### config.mk
export PLATFORM = sky130hd
export DESIGN_NAME = acq_peak_search
export DESIGN_NICKNAME = d
export VERILOG_FILES = /design/src/rtl/acq_pkg.sv /design/src/rtl/iq_power.sv /design/src/rtl/acq_peak_search.sv
export SDC_FILE = /design/constraint.sdc
export NUM_CORES = 1
export LEC_CHECK = 0
export ABC_AREA = 1
export BUFFER_PORTS_ARGS = -buffer_cell sky130_fd_sc_hd__clkbuf_2
export CAP_MARGIN = 20
export CORE_MARGIN = 2
export CORE_UTILIZATION = 40
export DETAILED_ROUTE_END_ITERATION = 16
export HOLD_SLACK_MARGIN = 0.1
export SYNTH_ARGS = -nofsm -noshare
export SYNTH_HDL_FRONTEND = slang
export SYNTH_SLANG_ARGS = --single-unit
### constraint.sdc
create_clock -name clk -period 9.1 [get_ports clk]
set_input_delay 0.91 -clock clk [delete_from_list [all_inputs] [get_ports clk]]
set_output_delay 0.91 -clock clk [all_outputs]
set_load 0.01 [all_outputs]
### src/rtl/acq_pkg.sv
// Shared types and helpers for the acquisition peak search.
package acq_pkg;

   typedef enum logic [1:0] {
      IDLE   = 2'd0,
      SEARCH = 2'd1,
      FLUSH  = 2'd2,
      DONE   = 2'd3
   } peak_state_t;

   // Power width for a signed I/Q width: holds 2*(-2^(in_w-1))^2 without overflow.
   function automatic int unsigned pow_w(input int unsigned in_w);
      return 2 * in_w;
   endfunction

endpackage

### src/rtl/iq_power.sv
// Two-stage pipelined I^2+Q^2 with a sideband tag and a clear that drops pipe contents.
module iq_power
   import acq_pkg::*;
#(
   parameter int unsigned IN_W  = 11,
   parameter int unsigned TAG_W = 16,
   localparam int unsigned POW_W = pow_w(IN_W)
) (
   input  logic                   clk,
   input  logic                   resetn,
   input  logic                   clear,
   input  logic                   in_valid,
   input  logic signed [IN_W-1:0] I,
   input  logic signed [IN_W-1:0] Q,
   input  logic [TAG_W-1:0]       tag,
   output logic                   s1_valid,
   output logic                   out_valid,
   output logic [POW_W-1:0]       pow,
   output logic [TAG_W-1:0]       out_tag
);

   logic signed [POW_W-1:0] i_ext;
   logic signed [POW_W-1:0] q_ext;
   logic signed [POW_W-1:0] i_sq;
   logic signed [POW_W-1:0] q_sq;
   logic [POW_W-1:0]        sq_i;
   logic [POW_W-1:0]        sq_q;
   logic [TAG_W-1:0]        tag1;

   assign i_ext = POW_W'(I);
   assign q_ext = POW_W'(Q);
   assign i_sq  = i_ext * i_ext;
   assign q_sq  = q_ext * q_ext;

   // Stage 1: register the two squares (always non-negative) and the sample tag.
   always_ff @(posedge clk or negedge resetn) begin
      if (!resetn) begin
         s1_valid <= 1'b0;
         sq_i     <= '0;
         sq_q     <= '0;
         tag1     <= '0;
      end else begin
         s1_valid <= in_valid;
         if (in_valid) begin
            sq_i <= $unsigned(i_sq);
            sq_q <= $unsigned(q_sq);
            tag1 <= tag;
         end
      end
   end

   // Stage 2: unsigned sum; clear drops whatever stage 1 held.
   always_ff @(posedge clk or negedge resetn) begin
      if (!resetn) begin
         out_valid <= 1'b0;
         pow       <= '0;
         out_tag   <= '0;
      end else begin
         out_valid <= s1_valid & ~clear;
         if (s1_valid) begin
            pow     <= sq_i + sq_q;
            out_tag <= tag1;
         end
      end
   end

endmodule

### src/rtl/acq_peak_search.sv
// Peak / second-peak search over one armed window of correlator I/Q sums.
module acq_peak_search
   import acq_pkg::*;
#(
   parameter int unsigned IN_W  = 11,
   parameter int unsigned IDX_W = 16,
   localparam int unsigned POW_W = pow_w(IN_W)
) (
   input  logic                   clk,
   input  logic                   resetn,
   input  logic                   start,
   input  logic [IDX_W-1:0]       search_len,
   input  logic [POW_W-1:0]       threshold,
   input  logic                   in_valid,
   input  logic signed [IN_W-1:0] I,
   input  logic signed [IN_W-1:0] Q,
   output logic                   busy,
   output logic                   res_valid,
   output logic [POW_W-1:0]       peak_pow,
   output logic [IDX_W-1:0]       peak_idx,
   output logic [POW_W-1:0]       second_pow,
   output logic                   found
);

   peak_state_t      state;
   peak_state_t      state_nx;
   logic             accept;
   logic             clear;
   logic [IDX_W-1:0] len_eff;
   logic [IDX_W-1:0] len_reg;
   logic [POW_W-1:0] thr_reg;
   logic [IDX_W-1:0] in_cnt;
   logic [IDX_W-1:0] pipe_tag;

   logic             s1_valid;
   logic             p_valid;
   logic [POW_W-1:0] p_pow;
   logic [IDX_W-1:0] p_idx;

   logic [POW_W-1:0] peak_trk;
   logic [POW_W-1:0] second_trk;
   logic [IDX_W-1:0] idx_trk;
   logic [POW_W-1:0] peak_nx;
   logic [POW_W-1:0] second_nx;
   logic [IDX_W-1:0] idx_nx;

   assign len_eff  = (search_len == '0) ? IDX_W'(1) : search_len;
   // A sample arriving with start is index 0 of the new window.
   assign pipe_tag = start ? '0 : in_cnt;

   // State register.
   always_ff @(posedge clk or negedge resetn) begin
      if (!resetn) state <= IDLE;
      else         state <= state_nx;
   end

   // Next state, sample acceptance and pipe clear; start restarts from any state.
   always_comb begin
      state_nx = state;
      accept   = 1'b0;
      clear    = 1'b0;
      if (start) begin
         clear    = 1'b1;
         accept   = in_valid;
         state_nx = (in_valid && len_eff == IDX_W'(1)) ? FLUSH : SEARCH;
      end else begin
         case (state)
            IDLE:   state_nx = IDLE;
            SEARCH: begin
               if (in_valid) begin
                  accept = 1'b1;
                  if (in_cnt + IDX_W'(1) == len_reg) state_nx = FLUSH;
               end
            end
            // Last sample sits in stage 2 once stage 1 is empty; it lands with the DONE edge.
            FLUSH:   if (!s1_valid) state_nx = DONE;
            DONE:    state_nx = IDLE;
            default: state_nx = IDLE;
         endcase
      end
   end

   // Window parameters and accepted-sample counter.
   always_ff @(posedge clk or negedge resetn) begin
      if (!resetn) begin
         len_reg <= '0;
         thr_reg <= '0;
         in_cnt  <= '0;
      end else if (start) begin
         len_reg <= len_eff;
         thr_reg <= threshold;
         in_cnt  <= in_valid ? IDX_W'(1) : '0;
      end else if (accept) begin
         in_cnt  <= in_cnt + IDX_W'(1);
      end
   end

   iq_power #(
      .IN_W  (IN_W),
      .TAG_W (IDX_W)
   ) u_iq_power (
      .clk       (clk),
      .resetn    (resetn),
      .clear     (clear),
      .in_valid  (accept),
      .I         (I),
      .Q         (Q),
      .tag       (pipe_tag),
      .s1_valid  (s1_valid),
      .out_valid (p_valid),
      .pow       (p_pow),
      .out_tag   (p_idx)
   );

   // Tracker update; strict compares so the first occurrence of a tie keeps the peak.
   always_comb begin
      peak_nx   = peak_trk;
      second_nx = second_trk;
      idx_nx    = idx_trk;
      if (p_valid) begin
         if (p_pow > peak_trk) begin
            second_nx = peak_trk;
            peak_nx   = p_pow;
            idx_nx    = p_idx;
         end else if (p_pow > second_trk) begin
            second_nx = p_pow;
         end
      end
   end

   // Tracker registers, cleared whenever a window is armed.
   always_ff @(posedge clk or negedge resetn) begin
      if (!resetn) begin
         peak_trk   <= '0;
         second_trk <= '0;
         idx_trk    <= '0;
      end else if (clear) begin
         peak_trk   <= '0;
         second_trk <= '0;
         idx_trk    <= '0;
      end else begin
         peak_trk   <= peak_nx;
         second_trk <= second_nx;
         idx_trk    <= idx_nx;
      end
   end

   // Result registers: loaded on entry to DONE, held until the next DONE.
   always_ff @(posedge clk or negedge resetn) begin
      if (!resetn) begin
         busy       <= 1'b0;
         res_valid  <= 1'b0;
         peak_pow   <= '0;
         peak_idx   <= '0;
         second_pow <= '0;
         found      <= 1'b0;
      end else begin
         busy      <= (state_nx == SEARCH) || (state_nx == FLUSH);
         res_valid <= (state_nx == DONE);
         if (state_nx == DONE) begin
            peak_pow   <= peak_nx;
            peak_idx   <= idx_nx;
            second_pow <= second_nx;
            found      <= (peak_nx > thr_reg);
         end
      end
   end

endmodule

==> results <==
- The floorplan die area is 58940 um^2.
- After detailed routing, the number of vias per cell comes to 4.939.
- The final-layout fill cell count is 5708.
- The number of cells after detailed placement is 3614.
- The core region is 56390 um^2.
- The first global-routing pass estimated 93660 um of wire.
- The most used flip-flop cell after synthesis is sky130_fd_sc_hd__dfrtp_1.
- The number of buffers added to fix hold violations after cts is 0.
- Setup repair after global routing left no endpoint under its margin.
- STA classifies the critical path startpoint as a primary input.
- Once the clock tree was built, the resizer swapped 0 gates to a different size.
- Power spread over the standard cell area amounts to 334.3 nW/um^2.
- The synthesized design devotes to its leading area cell type 30.39% of total area.
- The transition time at the pin with the least slew margin is 1.007 ns.
- The remaining design rule violation count is 0.
- The largest net degree at the start of global routing is 83.
- The HPWL after detailed placement is 43990 um.
- The die is 242.8 um wide.
- The synthesized flop and latch total is 277.
- Dividing the detail-routed wire length by the instance count gives 15.17 um.
- The share of total power consumed by net switching is 48.28%.
- The combinational power share is 63.1%.
- At the placement stage, the worst setup path has a slack of 2.991 ns.
- The sink count of the clock tree is 277.
- Yosys instantiated no cell more often than sky130_fd_sc_hd__nand2_1.
- The setup TNS is 0 ns.
- The die outline height is 242.8 um.
- The number of global-route vias before repair was 18480.
- The clock passes through at most 3 buffers.
- Pin placement for this block handled 127 I/O pins.
- The endpoint class of the critical path is a flip-flop.
- In the synthesized netlist the async set-or-reset flop fraction comes to 100.0%.
- The time the worst path needs with I/O delays and setup is 5.468 ns.
- The Yosys warning count is 0.
- Across the VDD grid, the largest voltage drop is 0.2058 mV.
- Summed over all instances, the cell type with the most area after synthesis is sky130_fd_sc_hd__dfrtp_1.
- The startpoint-to-endpoint class of the critical path is in -> reg.
- The peak clock frequency supported by timing is 0.1829 GHz.
- The via count is 18140.
- When the netlist entered floorplanning its net count stood at 3268.
- During placement, the flow inserted port buffers numbering 126.
- The final critical-path share of the clock period is 60.09%.
- The floorplan has 87 rows.
- The endpoint arrival time on the critical path is 5.93 ns.
- The internal portion of the total power is 4.345 mW.
- The critical path required time is 9.56 ns.
- Setup violations remaining at the end of the flow were counted as 0.
- In this run the post-CTS setup repair buffer count came out at 0.
- Yosys attributes the largest share of cell area to sky130_fd_sc_hd__dfrtp_1 30%, sky130_fd_sc_hd__fa_1 18%, sky130_fd_sc_hd__nand2_1 12%.
- The total power is 8.401 mW.
- The sum of overflow across all layers after global routing is 0.
- In the global route stage, overall resource usage came out at 19.26%.
- The count of TritonRoute iterations in the first routing pass is 5.
- Averaged over all synthesized cells, the footprint is 8.084 um^2.
- In this run the cell area of the synthesized design comes to 22810 um^2.
- The synthesized instance count is 2821.
- The clock network burns 15.2% of the power.
- The flow ran to the end, and the final reports show no timing, DRC or antenna violations.
- Summing the sequential cell areas from Yosys gives 30.39% of the chip area.
- The max-slew headroom at the worst pin is 32.71%.
- Summed over all cells, the static leakage comes to 13.70 nW.
- In the final design database the tool counted 3339 nets.
- Counting instances in the post-synthesis netlist gives the leading cell types as 720 x sky130_fd_sc_hd__nand2_1, 528 x sky130_fd_sc_hd__inv_1, 277 x sky130_fd_sc_hd__dfrtp_1, 203 x sky130_fd_sc_hd__fa_1, 180 x sky130_fd_sc_hd__ha_1.
- The number of antenna violations at the first check in global routing is 0.
- In this run, flip-flops and latches consume 21.7% of the power.
- For this design the total switching power over the nets is 4.056 mW.
- The repair_antennas step left the layout with diodes totalling 0.
- At the end of routability-driven placement, the weighted congestion stood at 0.8674.
- The top fanout value on the critical path is 15.
- The path class of the tightest hold or removal check is in -> async.
- Across all hold checks on the routed design, the worst slack comes to 0.2887 ns.
- Yosys mapped the design onto 51 distinct sky130hd cell types.
- The max-cap check violation count is 0.
- TritonCTS created 30 clock buffers.
- The clock tree from TritonCTS is built.
- The logic depth of the worst register-to-register path is 20.
- The area growth from synthesis to layout is 10.18%.
- Once layout is complete, the cells apart from fillers number 3672.
- The number of DRC markers in iteration 0 is 1109.
- The starting utilization of the core area is 40.45%.
- The worst clock skew on the final layout is 0.009569 ns.
- The CTS root buffer is sky130_fd_sc_hd__clkbuf_16.
- The final number of max-transition violations is 0.
- The final count of hold timing violations is 0.
- The routed design has 55720 um of wire.
- The number of enable flip-flop cells after synthesis is 0.
- The clock input transition at the sequential cells of the worst setup and hold paths is 0.06 ns.
- The number of H-tree levels is 1.
- The share of final-layout standard cells stronger than drive strength 1 is 7.716%.
- The post-layout worst setup margin is 3.632 ns.
- The later-pin clock latency in the skew report is 0.57 ns.
- The detail route stage leaves a number of antenna-violating nets equal to 0.
-- cells in the final DEF, fill, tap and decap left out, types with 16 or more instances in the layout --
cell	n
sky130_fd_sc_hd__a21oi_1	86
sky130_fd_sc_hd__fa_1	203
sky130_fd_sc_hd__xor2_1	36
sky130_fd_sc_hd__nand2_1	720
sky130_fd_sc_hd__o21ai_0	131
sky130_fd_sc_hd__or2_2	19
sky130_fd_sc_hd__ha_1	180
sky130_fd_sc_hd__inv_1	527
sky130_fd_sc_hd__clkbuf_2	124
sky130_fd_sc_hd__o22ai_1	16
sky130_fd_sc_hd__clkbuf_16	30
sky130_fd_sc_hd__dfrtp_1	277
sky130_fd_sc_hd__nand4_1	20
sky130_fd_sc_hd__nor2_1	148
sky130_fd_sc_hd__nand3_1	147
sky130_fd_sc_hd__xnor2_1	27
sky130_fd_sc_hd__o21ai_1	79
-- stage by stage --
stage	instance area [um^2]	utilization, %
floorplan	22810	-
global placement	24040	42.64
detailed placement	24040	42.64
CTS	25090	44.49
global route	25130	44.56
finish	25130	44.56
-- worst paths after layout --
check | end | slack [ns] | startpoint
setup / recovery | u_iq_power.sq_i[19] | 3.63 | I[10]
hold / removal | thr_reg[11] | 0.29 | resetn
setup reg to reg | found | 4.03 | u_iq_power.pow[17]
hold reg to reg | u_iq_power.out_tag[12] | 0.47 | u_iq_power.tag1[12]
max in group asynchronous | peak_pow[21] | 6.56 | resetn
min in group clk | u_iq_power.out_tag[12] | 0.47 | u_iq_power.tag1[12]
-- layer usage --
layer | wire length [um] | GRT usage [%] | share of wire, % | vias to the layer above
li1 | - | - | - | 8928
met1 | 25170 | 26.05 | 45 | 8769
met2 | 27030 | 33.12 | 49 | 362
met3 | 2146 | 1.703 | 3.9 | 76
met4 | 1369 | 5.251 | 2.5 | 0
met5 | 0 | 0 | 0 | -
-- cell families after synthesis --
kind of cell / Yosys count / synth area share, %
AO/OA/AOI/OAI: 367 / 8.723
XOR/XNOR: 64 / 2.518
adder cells (fa/ha/maj): 383 / 27.70
buffers and inverters: 631 / 10.62
flip-flops: 277 / 30.39
AND/OR/NAND/NOR: 1099 / 20.05
-- cell type report --
cell class              count  area, um^2  share of cell area [%]
multi-input cells        1913       13450                   53.53
flip-flops and latches    277        6932                   27.59
inverters                 532        1997                   7.947
well taps                 756       945.9                   3.764
clock buffers              36       813.3                   3.237
repair buffers            138       760.7                   3.027
clock inverters            20       227.7                  0.9062
-- power by group through the flow --
| stage | registers (mW) | logic, mW | clock network [mW] |
|---|---|---|---|
| CTS | 1.82 | 5.35 | 1.30 |
| finish | 1.82 | 5.30 | 1.28 |
| global route | 1.85 | 6.14 | 1.36 |
| global placement | 1.83 | 5.24 | 0 |
| floorplan | 1.76 | 4.01 | 0 |
| detailed placement | 1.84 | 5.33 | 0 |
-- critical path, cell delays in order --
cell	delay [ns]
sky130_fd_sc_hd__clkbuf_2	0.26
sky130_fd_sc_hd__inv_1	0.20
sky130_fd_sc_hd__or2_2	0.33
sky130_fd_sc_hd__xor2_1	0.15
sky130_fd_sc_hd__ha_1	0.19
sky130_fd_sc_hd__o21bai_1	0.17
sky130_fd_sc_hd__fa_1	0.53
sky130_fd_sc_hd__fa_1	0.44
sky130_fd_sc_hd__fa_1	0.51
sky130_fd_sc_hd__inv_1	0.05
sky130_fd_sc_hd__fa_1	0.47
sky130_fd_sc_hd__inv_1	0.04
sky130_fd_sc_hd__ha_1	0.32
sky130_fd_sc_hd__nand2_1	0.08
sky130_fd_sc_hd__nor3_1	0.19
sky130_fd_sc_hd__nand2_1	0.10
sky130_fd_sc_hd__o211ai_1	0.25
sky130_fd_sc_hd__nand3_1	0.16
sky130_fd_sc_hd__o21bai_1	0.24
sky130_fd_sc_hd__nand2_1	0.10
sky130_fd_sc_hd__nand2_1	0.07
sky130_fd_sc_hd__nand2_1	0.05
sky130_fd_sc_hd__nand3_1	0.06
sky130_fd_sc_hd__nand2_1	0.05
(Power assumes the default switching activity.)
